===== src/rtl/fifo_rd_ctrl.sv =====
// Read-side pointer and flag controller for the async FIFO.
// Drives the read port of a 1-cycle-latency RAM, with optional first-word-fall-through.
module fifo_rd_ctrl #(
  parameter int ADDR_WIDTH    = 4,
  parameter int AEMPTY_THRESH = 2,
  parameter int FWFT          = 0
) (
  input  logic                  clk,
  input  logic                  rst,
  input  logic                  rd_en,
  input  logic [ADDR_WIDTH:0]   wr_gray_sync,
  output logic [ADDR_WIDTH-1:0] rd_addr,
  output logic                  mem_rd_en,
  output logic [ADDR_WIDTH:0]   rd_gray,
  output logic                  empty,
  output logic                  almost_empty,
  output logic                  dout_valid,
  output logic [ADDR_WIDTH:0]   rd_level,
  output logic                  underflow
);

  localparam int PW = ADDR_WIDTH + 1;
  localparam logic [ADDR_WIDTH:0] AE_THRESH = PW'(AEMPTY_THRESH);

  logic [ADDR_WIDTH:0] rd_bin;
  logic [ADDR_WIDTH:0] rd_bin_next;
  logic [ADDR_WIDTH:0] rd_gray_next;
  logic [ADDR_WIDTH:0] wr_bin_sync;
  logic [ADDR_WIDTH:0] level_next;
  logic                ram_empty;
  logic                fetch;
  logic                dout_valid_next;

  // Each binary bit is the XOR of all gray bits at or above it.
  always_comb begin
    wr_bin_sync = '0;
    for (int i = 0; i <= ADDR_WIDTH; i++) begin
      wr_bin_sync[i] = ^(wr_gray_sync >> i);
    end
  end

  generate
    if (FWFT != 0) begin : g_fwft
      // Prefetch whenever the output slot is free or being popped this cycle.
      assign fetch           = ~ram_empty & (~dout_valid | rd_en);
      assign dout_valid_next = fetch | (dout_valid & ~rd_en);
      assign empty           = ~dout_valid;
    end else begin : g_std
      assign fetch           = rd_en & ~ram_empty;
      assign dout_valid_next = 1'b0;
      assign empty           = ram_empty;
    end
  endgenerate

  assign mem_rd_en    = fetch;
  assign rd_addr      = rd_bin[ADDR_WIDTH-1:0];
  assign rd_bin_next  = rd_bin + {{ADDR_WIDTH{1'b0}}, fetch};
  assign rd_gray_next = rd_bin_next ^ (rd_bin_next >> 1);
  assign level_next   = wr_bin_sync - rd_bin_next;

  // Flags are computed from the next pointer so they are exact the cycle after a fetch.
  always_ff @(posedge clk or posedge rst) begin
    if (rst) begin
      rd_bin       <= '0;
      rd_gray      <= '0;
      ram_empty    <= 1'b1;
      rd_level     <= '0;
      almost_empty <= 1'b1;
      dout_valid   <= 1'b0;
      underflow    <= 1'b0;
    end else begin
      rd_bin       <= rd_bin_next;
      rd_gray      <= rd_gray_next;
      ram_empty    <= (rd_gray_next == wr_gray_sync);
      rd_level     <= level_next;
      almost_empty <= (level_next <= AE_THRESH);
      dout_valid   <= dout_valid_next;
      underflow    <= rd_en & empty;
    end
  end

endmodule


===== config.mk =====
export PLATFORM = sky130hd
export DESIGN_NAME = fifo_rd_ctrl
export DESIGN_NICKNAME = d
export VERILOG_FILES = /design/src/rtl/fifo_rd_ctrl.sv
export SDC_FILE = /design/constraint.sdc
export NUM_CORES = 1
export LEC_CHECK = 0
export CORE_AREA = 4 4 53 55
export DETAILED_ROUTE_END_ITERATION = 6
export DIE_AREA = 0 0 57 59
export HOLD_SLACK_MARGIN = 0.06
export MAX_ROUTING_LAYER = met4
export PLACE_DENSITY_LB_ADDON = 0.3
export SYNTH_ARGS = -nofsm -noshare
export SYNTH_HDL_FRONTEND = slang
export SYNTH_SLANG_ARGS = --single-unit

===== constraint.sdc =====
create_clock -name clk -period 2.3 [get_ports clk]
set_input_delay 0.23 -clock clk [delete_from_list [all_inputs] [get_ports clk]]
set_output_delay 0.23 -clock clk [all_outputs]
set_load 0.05 [all_outputs]

After elaboration in Yosys (flattened, before gate mapping)
Cells that the tools add are included.
{ "classes": {"magnitude_cmp": 1, "eq_ne": 1, "bitwise": 4, "n_addsub": 2, "reduce_logical": 5} }
{ "op_table": {"columns": ["op", "n"], "rows": [
  ["$reduce_xor A5 Y1", 5],
  ["$add A5 B1 Y5", 1],
  ["$eq A5 B5 Y1", 1],
  ["$le A5 B2 Y1 const B", 1],
  ["$sub A5 B5 Y5", 1],
  ["$xor A5 B4 Y5", 1],
  ["$and A1 B1 Y1", 2],
  ["$not A1 Y1", 1]
]} }
{ "totals": {"in_bits": 8, "word_cells": 19, "ff_bits": 18, "out_inout_bits": 19} }

Logic depth before layout (Yosys ltp)
Gate-level depths: netlist of run 1.
{ "logic_depth": {"word_depth": 5, "depth_mapped": 10, "mapped_depth_nobuf": 10} }

Least setup slack after synthesis of run 1
No wires, ideal clock.
{ "synth_path": {"path_kind": "register to register", "start": "register ram_empty, in the netlist empty", "end": "register almost_empty", "arrival_ns": 3.093, "synth_period_minus_slack_ns": 3.177, "stages_incl_launch_ff": 11, "required_time_ns": 2.216, "n_path_buf": 0, "setup_slack_ns": -0.877, "setup_time_ns": 0.084, "path_cell_list": "dfstp_2 -> nor2b_1 -> ha_1 -> ha_1 -> xor2_2 -> inv_1 -> ha_1 -> o21ai_0 -> a21bo_1 -> o31ai_2 -> nor3b_1"} }
{ "synth_via": {"elab_chain_cells": 5} }
{ "synth_lines": {"columns": ["item", "line", "rtl"], "rows": [
  ["start: declaration", "30", "logic ram_empty;"],
  ["start signal: assignment", "74", "ram_empty <= (rd_gray_next == wr_gray_sync);"],
  ["$not A1 Y1", "49", "assign fetch = rd_en & ~ram_empty;"],
  ["$and A1 B1 Y1", "49", null],
  ["net mem_rd_en", "13", "output logic mem_rd_en,"],
  ["$add A5 B1 Y5", "57", "assign rd_bin_next = rd_bin + {{ADDR_WIDTH{1'b0}}, fetch};"],
  ["net rd_bin_next[2]", "26", "logic [ADDR_WIDTH:0] rd_bin_next;"],
  ["$sub A5 B5 Y5", "59", "assign level_next = wr_bin_sync - rd_bin_next;"],
  ["$le A5 B2 Y1", "76", "almost_empty <= (level_next <= AE_THRESH);"],
  ["end signal: assignment", "76", null],
  ["end: declaration", "16", "output logic almost_empty,"]
]} }
The timed path passes the listed nets, and every way through them passes these cells.

Worst setup path in the final report of run 1
{ "layout_path": {"start": "register ram_empty, in the netlist empty", "end": "register rd_level[4]"} }
{ "layout_via": {"elab_chain_cells": 4} }
{ "layout_lines": {"columns": ["item", "line", "rtl"], "rows": [
  ["$not A1 Y1", "49", null],
  ["$and A1 B1 Y1", "49", null],
  ["$add A5 B1 Y5", "57", null],
  ["net rd_bin_next[2]", "26", null],
  ["$sub A5 B5 Y5", "59", null],
  ["net level_next[4]", "29", "logic [ADDR_WIDTH:0] level_next;"],
  ["end signal: assignment", "75", "rd_level <= level_next;"],
  ["end: declaration", "18", "output logic [ADDR_WIDTH:0] rd_level,"]
]} }
The timed path passes the listed nets, and every way through them passes these cells.

==> impl_metrics.env, run 1 <==
export IMPL_synth_nets=96
export IMPL_end_kind="register"
export IMPL_root_buffer="clkbuf_4"
export IMPL_dieArea_um2=3363
export IMPL_drt_iter0_markers=14
export IMPL_route_final_wire_length_mm=2.052
export IMPL_skew_ns=0.002476
export IMPL_startpoint_type="register"
export IMPL_synth_seq_cells=17
export IMPL_clk_path_buf_depth=2
export IMPL_die_w_um=57
export IMPL_io_pins=27
export IMPL_cpMaxStageDelayCell="dfstp_2"
export IMPL_met1_usage=0.1391
export IMPL_worstPathCellList="nor2b_4 > ha_4 > ha_4 > xor2_4 > buf_4 > xnor2_4 > nor2_1 > a21bo_2 > o41ai_1"
export IMPL_grtUsageMet2=0.2088
export IMPL_floorplan_die_height_um=59
export IMPL_crit_fanout=5
export IMPL_post_drt_wl_per_cell_um=12.75
export IMPL_cpMostUsedCell="ha_4"
export IMPL_cp_top_family="compound AO/OA/AOI/OAI gates"
export IMPL_max_slew_worst_pin_slew_ns=0.6265
export IMPL_drive_above_1_share=0.3282
export IMPL_clock_fmax_ghz=0.4488
export IMPL_worstSetupPathType="reg -> reg"
export IMPL_status="finished, final reports clean"
export IMPL_grt_busiest_layer="met2"
export IMPL_path_clk_slew_ns=0.10
export IMPL_hold_viol=0
export IMPL_area_growth_pct=66.03
export IMPL_clkSinkCount=17
export IMPL_holdCritPathClass="in -> async"
export IMPL_ys_types=29
export IMPL_rows=18
export IMPL_numCtsBuffers=3
export IMPL_final_nets=145
export IMPL_postRouteAntennaNets=0
export IMPL_antenna_cells=0
export IMPL_grt_pass1_vias=726
export IMPL_period_share=0.9687
export IMPL_synthesis_area_um2=913.4
export IMPL_clock_latency_ns=0.28
export IMPL_ys_top_cells_by_area="dfrtp_1 41%, xor2_1 11%, xnor2_1 8.6%, ha_1 6.8%, dfstp_2 5.8%"
export IMPL_avgSynthCellArea_um2=11.00
export IMPL_track_usage=0.1285
export IMPL_maxCapViolCount=0
export IMPL_cp_slowest_stage_delay_ns=0.57
export IMPL_slew_headroom=0.5819
export IMPL_grt_max_degree=18
export IMPL_cts_tree="built"
export IMPL_fin_tns_setup_ns=0
export IMPL_routed_via_density=4.559
export IMPL_synth_top_area_cell="dfrtp_1"
export IMPL_initial_utilization=0.3826
export IMPL_period_minus_slack_ns=2.228
export IMPL_ys_seq_area_frac=0.4685
export IMPL_coreArea_um2=2387
export IMPL_dp_hpwl_mm=1.516
export IMPL_fill_cells=201
export IMPL_grt_antenna_before_repair=0
export IMPL_worstPathRequired_ns=2.48
export IMPL_drt_pre_antenna_iters=2
export IMPL_path_buf_inv=1
export IMPL_grt_pass1_wl_mm=3.098
export IMPL_drcViolationCount=0
export IMPL_met3_usage=0.03704
export IMPL_final_max_slew_viol_count=0
export IMPL_h_tree_depth=1
export IMPL_vias=734
export IMPL_yosysWarningCount=0
export IMPL_arrival_ns=2.41
export IMPL_setup_viol=0
export IMPL_io_buffer_count=25
export IMPL_yosysTopAreaCellShare=0.4110
export IMPL_syn_inst=83
export IMPL_layout_common_cells="21 x clkdlybuf4s50_1, 21 x buf_4, 15 x dfrtp_1"
export IMPL_overflow=0
export IMPL_gp_congestion=0.8482
[metrics by stage]
stage / setup WS, ns / instances / instance area, µm² / hold slack, ns / util
6_report: 0.07197 / 161 / 1516 / 0.3204 / 0.6352
5_1_grt: -0.03249 / 161 / 1516 / 0.3614 / 0.6352
4_1_cts: 0.006322 / 158 / 1434 / 0.3418 / 0.6006
3_5_place_dp: -0.4642 / 153 / 1385 / 0.5684 / 0.5802
3_3_place_gp: -0.4400 / 153 / 1385 / 0.5645 / 0.5802
2_1_floorplan: -0.2251 / 83 / 991.0 / 0.1546 / -
[sequential cells by signal, indices dropped and copies added, names as in the netlist]
register / count
rd_level: 5
almost_empty: 1
rd_bin: 5
rd_gray: 4
empty: 1
underflow: 1
[final cells by class]
class | instances | area (µm²) | share of cell area
tap | 30 | 37.54 | 0.02475
timing repair buffer | 46 | 417.9 | 0.2756
sequential | 17 | 427.9 | 0.2822
multi-input combinational | 53 | 565.5 | 0.3729
clock buffer | 4 | 26.28 | 0.01733
inverter | 11 | 41.29 | 0.02723
[metal layers]
| metal | vias up | wire [µm] | share of wire |
|---|---|---|---|
| met3 | 4 | 99 | 0.048 |
| met1 | 349 | 762 | 0.37 |
| met4 | 0 | 42 | 0.020 |
| met5 | - | 0 | 0 |
| met2 | 21 | 1147 | 0.56 |
| li1 | 360 | - | - |
[kinds of logic after synthesis]
family | after synthesis | synth area share
xor+xnor | 22 | 0.2274
simple gates | 17 | 0.1028
flops | 17 | 0.4685
buf+inv | 13 | 0.05753
compound gates | 8 | 0.07123
fa+ha+maj | 5 | 0.06849
other cells | 1 | 0.004106
[repair_timing]
item,4_1_cts,5_1_grt
cloned,0,0
hold buffers,0,0
resized for setup,2,11
pin swaps,1,5
setup endpoints to repair,2,3
buffers inserted,1,3
[final timing paths]
| check | startpoint | endpoint | slack [ns] | cells past startpoint |
|---|---|---|---|---|
| setup / recovery | empty$_DFF_PP1_ | rd_level[4]$_DFF_PP0_ | 0.07 | 9 |
| hold / removal | rst | rd_gray[3]$_DFF_PP0_ | 0.32 | 2 |
| setup reg to reg | empty$_DFF_PP1_ | rd_level[4]$_DFF_PP0_ | 0.07 | 9 |
| hold reg to reg | empty$_DFF_PP1_ | underflow$_DFF_PP0_ | 0.58 | 1 |
| max in group asynchronous | rst | rd_level[1]$_DFF_PP0_ | 1.58 | 2 |
| min in group clk | wr_gray_sync[1] | empty$_DFF_PP1_ | 0.52 | 5 |
[cells in the mapped netlist, drive strengths merged]
cell / n
and3: 1
xnor2: 9
a21bo: 1
buf: 1
nor2b: 1
nand2: 2
conb: 1
and2: 1
o211ai: 1
nand2b: 1
a2111oi: 1
nand4b: 1
nor4: 1
inv: 11
nor3b: 1
xor2: 13
nand3: 4
dfstp: 2
o41ai: 1
o21ai: 1
a21oi: 1
dfrtp: 15
a21o: 1
o31ai: 1
clkbuf: 1
ha: 5
or3: 1
nor2: 3
Power of run 1 is left out: the tool's default activity adds up to more than one toggle a clock period on the data nets, which glitch-free logic cannot reach.
==> run 2, diff against run 1 <==
--- a/config.mk
+++ b/config.mk
@@ -11,6 +11,7 @@
 export HOLD_SLACK_MARGIN = 0.06
 export MAX_ROUTING_LAYER = met4
 export PLACE_DENSITY_LB_ADDON = 0.3
+export SKIP_CTS_REPAIR_TIMING = 1
 export SYNTH_ARGS = -nofsm -noshare
 export SYNTH_HDL_FRONTEND = slang
 export SYNTH_SLANG_ARGS = --single-unit
==> run 2 against run 1 <==
Compared with the run above:
- clock skew up 0.0020 ns
- hold slack about the same
- clock-buffer cell count unchanged
- final cell count decreased by 0.62%
- critical path depth decreased by 1
- maximum frequency is 0.44% higher
==> impl_metrics.env, run 2 (synthesized netlist as in run 1, its figures left out) <==
export IMPL_coreArea_um2=2387
export IMPL_io_pins=27
export IMPL_startpoint="empty$_DFF_PP1_"
export IMPL_holdCritPathClass="in -> async"
export IMPL_hold_viol=0
export IMPL_path_clk_slew_ns=0.09
export IMPL_drive_above_1_share=0.3231
export IMPL_rows=18
export IMPL_met1_usage=0.1333
export IMPL_final_nets=144
export IMPL_setup_viol=0
export IMPL_root_buffer="clkbuf_4"
export IMPL_worst_slack_ns=0.08164
export IMPL_grt_pass1_wl_mm=3.042
export IMPL_final_max_slew_viol_count=0
export IMPL_die_w_um=57
export IMPL_io_buffer_count=25
export IMPL_clock_fmax_ghz=0.4508
export IMPL_worstPathRequired_ns=2.49
export IMPL_fin_tns_setup_ns=0
export IMPL_status="finished, final reports clean"
export IMPL_vias=735
export IMPL_startpoint_type="register"
export IMPL_drcViolationCount=0
export IMPL_rr_worst_depth=8
export IMPL_floorplan_die_height_um=59
export IMPL_end_kind="register"
export IMPL_track_usage=0.1261
export IMPL_post_drt_wl_per_cell_um=12.38
export IMPL_worst_hold_slack_ns=0.3204
export IMPL_grt_max_degree=18
export IMPL_slew_headroom=0.5826
export IMPL_crit_fanout=5
export IMPL_route_final_wire_length_mm=1.980
export IMPL_period_share=0.9645
export IMPL_top_regs="rd_bin (5), rd_level (5), rd_gray (4)"
export IMPL_grt_busiest_layer="met2"
export IMPL_area_growth_pct=65.21
export IMPL_met3_usage=0.03704
export IMPL_clkSinkCount=17
export IMPL_r2r_end="empty$_DFF_PP1_"
export IMPL_initial_utilization=0.3826
export IMPL_clock_latency_ns=0.28
export IMPL_gp_congestion=0.8482
export IMPL_postRouteAntennaNets=0
export IMPL_numCtsBuffers=3
export IMPL_drt_iter0_markers=17
export IMPL_routed_via_density=4.594
export IMPL_worstSetupPathType="reg -> reg"
export IMPL_antenna_cells=0
export IMPL_grtUsageMet2=0.2072
export IMPL_overflow=0
export IMPL_r2r_slack_ns=0.08
export IMPL_maxCapViolCount=0
export IMPL_timing_rr_start="empty$_DFF_PP1_"
export IMPL_max_slew_worst_pin_slew_ns=0.6254
export IMPL_grt_pass1_vias=722
export IMPL_grt_antenna_before_repair=0
export IMPL_drt_pre_antenna_iters=4
export IMPL_dp_hpwl_mm=1.516
export IMPL_h_tree_depth=1
export IMPL_critPathCapture="empty$_DFF_PP1_"
export IMPL_arrival_ns=2.41
export IMPL_layout_common_cells="21 x clkdlybuf4s50_1, 20 x buf_4, 15 x dfrtp_1"
export IMPL_skew_ns=0.004460
export IMPL_final_common_cell="clkdlybuf4s50_1"
export IMPL_place_ws_ns=-0.4642
export IMPL_clk_path_buf_depth=2
export IMPL_period_minus_slack_ns=2.218
export IMPL_cts_tree="built"
export IMPL_dieArea_um2=3363
run 2: cell count changes in the layout (fill, tap and decap cells not counted):
cell,delta
buf_4,-1
run 2: metrics by stage:
| stage | cell area [µm²] | std cells | util |
|---|---|---|---|
| 2_1_floorplan | 991.0 | 83 | - |
| 3_3_place_gp | 1385 | 153 | 0.5802 |
| 3_5_place_dp | 1385 | 153 | 0.5802 |
| 4_1_cts | 1411 | 157 | 0.5912 |
| 5_1_grt | 1509 | 160 | 0.6321 |
| 6_report | 1509 | 160 | 0.6321 |
run 2: worst min-delay path by stage:
stage	startpoint	endpoint	slack (ns)	cells past startpoint
after global routing	rst	rd_gray[3]$_DFF_PP0_	0.36	2
after CTS	rst	rd_bin[4]$_DFF_PP0_	0.34	2
final	rst	rd_gray[3]$_DFF_PP0_	0.32	2
after floorplan	rst	rd_bin[0]$_DFF_PP0_	0.15	1
after global placement	empty$_DFF_PP1_	underflow$_DFF_PP0_	0.56	1
after detailed placement	empty$_DFF_PP1_	underflow$_DFF_PP0_	0.57	1
run 2: routing by layer:
| layer | part of all wire | up-vias |
|---|---|---|
| met2 | 0.54 | 21 |
| met3 | 0.045 | 6 |
| met4 | 0.021 | 0 |
| met1 | 0.39 | 347 |
| met5 | 0 | - |
| li1 | - | 361 |
run 2: cell type report:
type                       count  area [µm²]
fill                         200       878.3
multi-input combinational     53       565.5
sequential                    17       427.9
timing repair buffer          45       410.4
inverter                      11       41.29
tap                           30       37.54
clock buffer                   4       26.28
run 2: worst max-delay path: stages, from the launching register on:
cell	delay (ns)
dfstp_2	0.57
nor2b_4	0.05
ha_4	0.16
ha_4	0.17
xor2_4	0.15
buf_4	0.18
xor2_1	0.16
or3_1	0.40
a2111oi_4	0.30
Power of run 2 is left out for the same reason.
==> patch: new RTL, flow settings as in run 1 <==
`ADDR_WIDTH`: 4 -> 5.
--- a/src/rtl/fifo_rd_ctrl.sv
+++ b/src/rtl/fifo_rd_ctrl.sv
@@ -2,5 +2,5 @@
 // Drives the read port of a 1-cycle-latency RAM, with optional first-word-fall-through.
 module fifo_rd_ctrl #(
-  parameter int ADDR_WIDTH    = 4,
+  parameter int ADDR_WIDTH    = 5,
   parameter int AEMPTY_THRESH = 2,
   parameter int FWFT          = 0
Interface: changed (resized rd_addr, rd_gray, rd_level and wr_gray_sync); port bits go from 27 to 31. No check against the original RTL was run, so the function may have changed too.
==> patch against run 1 <==
  * The flow now finishes with violations (negative setup slack)
  * Worst setup slack got worse by 0.37 ns
  * Final cell count up 19%
  * Worst hold slack improved by 0.0070 ns
  * Highest routed layer unchanged
  * Area after synthesis rose by 18%
  * Routed wire length increased by 45%
  * Clock skew rose by 0.011 ns
  * Design area increased by 30%
  * Sequential cell count is 3 higher
Power is not shown: default switching activity piles up to over one toggle a cycle in this logic, so the estimate is an artifact.
==> patch: results (changes against run 1) <==
Global route:
- The maximum number of pins on one net before global-route repair is 21 (was 18).
- The first-pass GRT wire length came to 4290 µm (was 3100 µm).
- The global routing usage summed across all routing layers is 17.0% (was 12.9%).
- The via count of the first global-routing pass was 932 (was 726).

Timing:
- The worst clock skew is 0.0139 ns (was 0.00248 ns).
- The worst-case setup margin in the final layout is -0.303 ns (was 0.0720 ns).
- The slew at the pin closest to its max-slew limit was 0.766 ns (was 0.626 ns).
- The final-report setup violation count is 4 (was 0).

Place:
- The number of cells after detailed placement came to 175 (was 153).
- The total of buffers placed on input and output ports was 29 (was 25).
- The post-DP HPWL was 1800 µm (was 1520 µm).
- The post-place instance area is 0.00171 mm² (was 0.00139 mm²).
- The global placement routability congestion is 0.810 (was 0.848).
- The placement-stage worst setup slack came to -1.15 ns (was -0.464 ns).

Finish:
- The ratio of cells with drive above 1 in the final layout is 53.7% (was 32.8%).
- The filler cell count in the final layout is 131 (was 201).
- The number of standard cells in the final layout excluding fillers is 192 (was 161).
- The number of nets in the layout is 178 (was 145).
- Biggest regs: rd_bin (6), rd_level (6), rd_gray (5) (was rd_bin (5), rd_level (5), rd_gray (4)).

Logic synthesis:
- Most numerous cell types in the synthesized netlist: dfrtp_1 (18), xor2_1 (15), inv_1 (9), xnor2_1 (9), ha_1 (5) (was dfrtp_1 (15), inv_1 (11), xor2_1 (11)).
- The number of nets produced by synthesis came to 102 (was 96).
- The synthesized area per cell came to 12.4 µm² (was 11.0 µm²).
- Largest cells by area after synthesis: dfrtp_1 (42%), xor2_1 (12%), xnor2_1 (7.3%) (was dfrtp_1 (41%), xor2_1 (11%), xnor2_1 (8.6%)).
- The sequential area share after synthesis was 46.7% (was 46.8%).

Clock tree:
- The clock transition at the registers of the reported paths is 0.12 ns (was 0.10 ns).
- The worst-skew pair later-pin latency is 0.32 ns (was 0.28 ns).

Worst setup path:
- The peak fanout along the critical path is 3 (was 5).
- The endpoint arrival time on the critical path came to 2.85 ns (was 2.41 ns).

Routing:
- The number of violations reported at the end of detailed-routing iteration 0 came to 13 (was 14).
- The number of detailed-route iterations in the first pass is 4 (was 2).
- The total number of vias is 898 (was 734).
- The wire length reported by the detailed router came to 2970 µm (was 2050 µm).
- The DRC violation count after routing came to 0 (unchanged).

Run status:
- Status: finished, violations left (was completed).
- The checks that failed: negative setup slack.
patch: changes by cell type after synthesis, sizes merged, moves of 2 or more:
cell          run 1  this run
dfrtp            15        18
a21oi             1         3
inv              11         9
nand3             4         2
nor3              0         2
xnor2             9        11
xor2             13        15
patch: kinds of logic after synthesis:
| family | Yosys count | synth area share, % |
|---|---|---|
| other | 1 | 0.348 |
| AOI/OAI and AO/OA | 9 | 6.73 |
| adders and majority gates | 6 | 7.67 |
| and+or+nand+nor | 15 | 10.1 |
| buffers and inverters | 10 | 3.83 |
| DFF | 20 | 46.7 |
| xor gates and xnor gates | 26 | 24.6 |
patch: final timing paths:
| kind | start | end | slack, ns | cells after the start |
|---|---|---|---|---|
| worst min-delay path | rst | rd_gray[1] | 0.33 | 2 |
| min in group clk | wr_gray_sync[4] | empty | 0.34 | 4 |
| worst min register to register | rd_bin[1] | rd_bin[1] | 0.64 | 1 |
| worst max-delay path | wr_gray_sync[4] | almost_empty | -0.30 | 14 |
| worst max register to register | empty | almost_empty | -0.26 | 12 |
| max in group asynchronous | rst | rd_bin[4] | 1.48 | 2 |
patch: worst max-delay path, cell delays in order:
cell and delay [ns]:
buf_8 0.11, xor2_4 0.18, xnor2_2 0.21, xor2_2 0.26, xor2_2 0.22, xor2_1 0.12
ha_2 0.22, fa_2 0.35, inv_2 0.08, a21oi_4 0.06, or3b_1 0.38, o211ai_2 0.09
xor2_1 0.11, nor4b_2 0.22
patch: stage by stage:
step                      util (%)  hold slack [ns]
after floorplan                  -            0.192
after global placement        71.6            0.583
after detailed placement      71.6            0.605
after CTS                     75.8            0.351
after global routing          82.9            0.362
final                         82.9            0.327
patch: layout make-up:
class	count	area [µm²]	area share (%)
multi-input combinational	57	748	37.8
timing repair buffer	72	619	31.3
sequential	20	503	25.4
inverter	9	33.8	1.71
clock buffer	4	36.3	1.83
tap	30	37.5	1.90
patch: what timing repair did:
item                       CTS  global route
setup endpoints to repair    6             6
buffers inserted             6             7
pin swaps                   19             8
gates resized for setup     20            18
patch: layer usage:
layer / vias to the layer above / global-route usage [%] / share of wire, %
met3: 5 / 3.92 / 4.7
li1: 425 / - / -
met5: - / - / 0
met4: 0 / 5.96 / 1.8
met1: 438 / 20.7 / 40
met2: 30 / 27.9 / 54
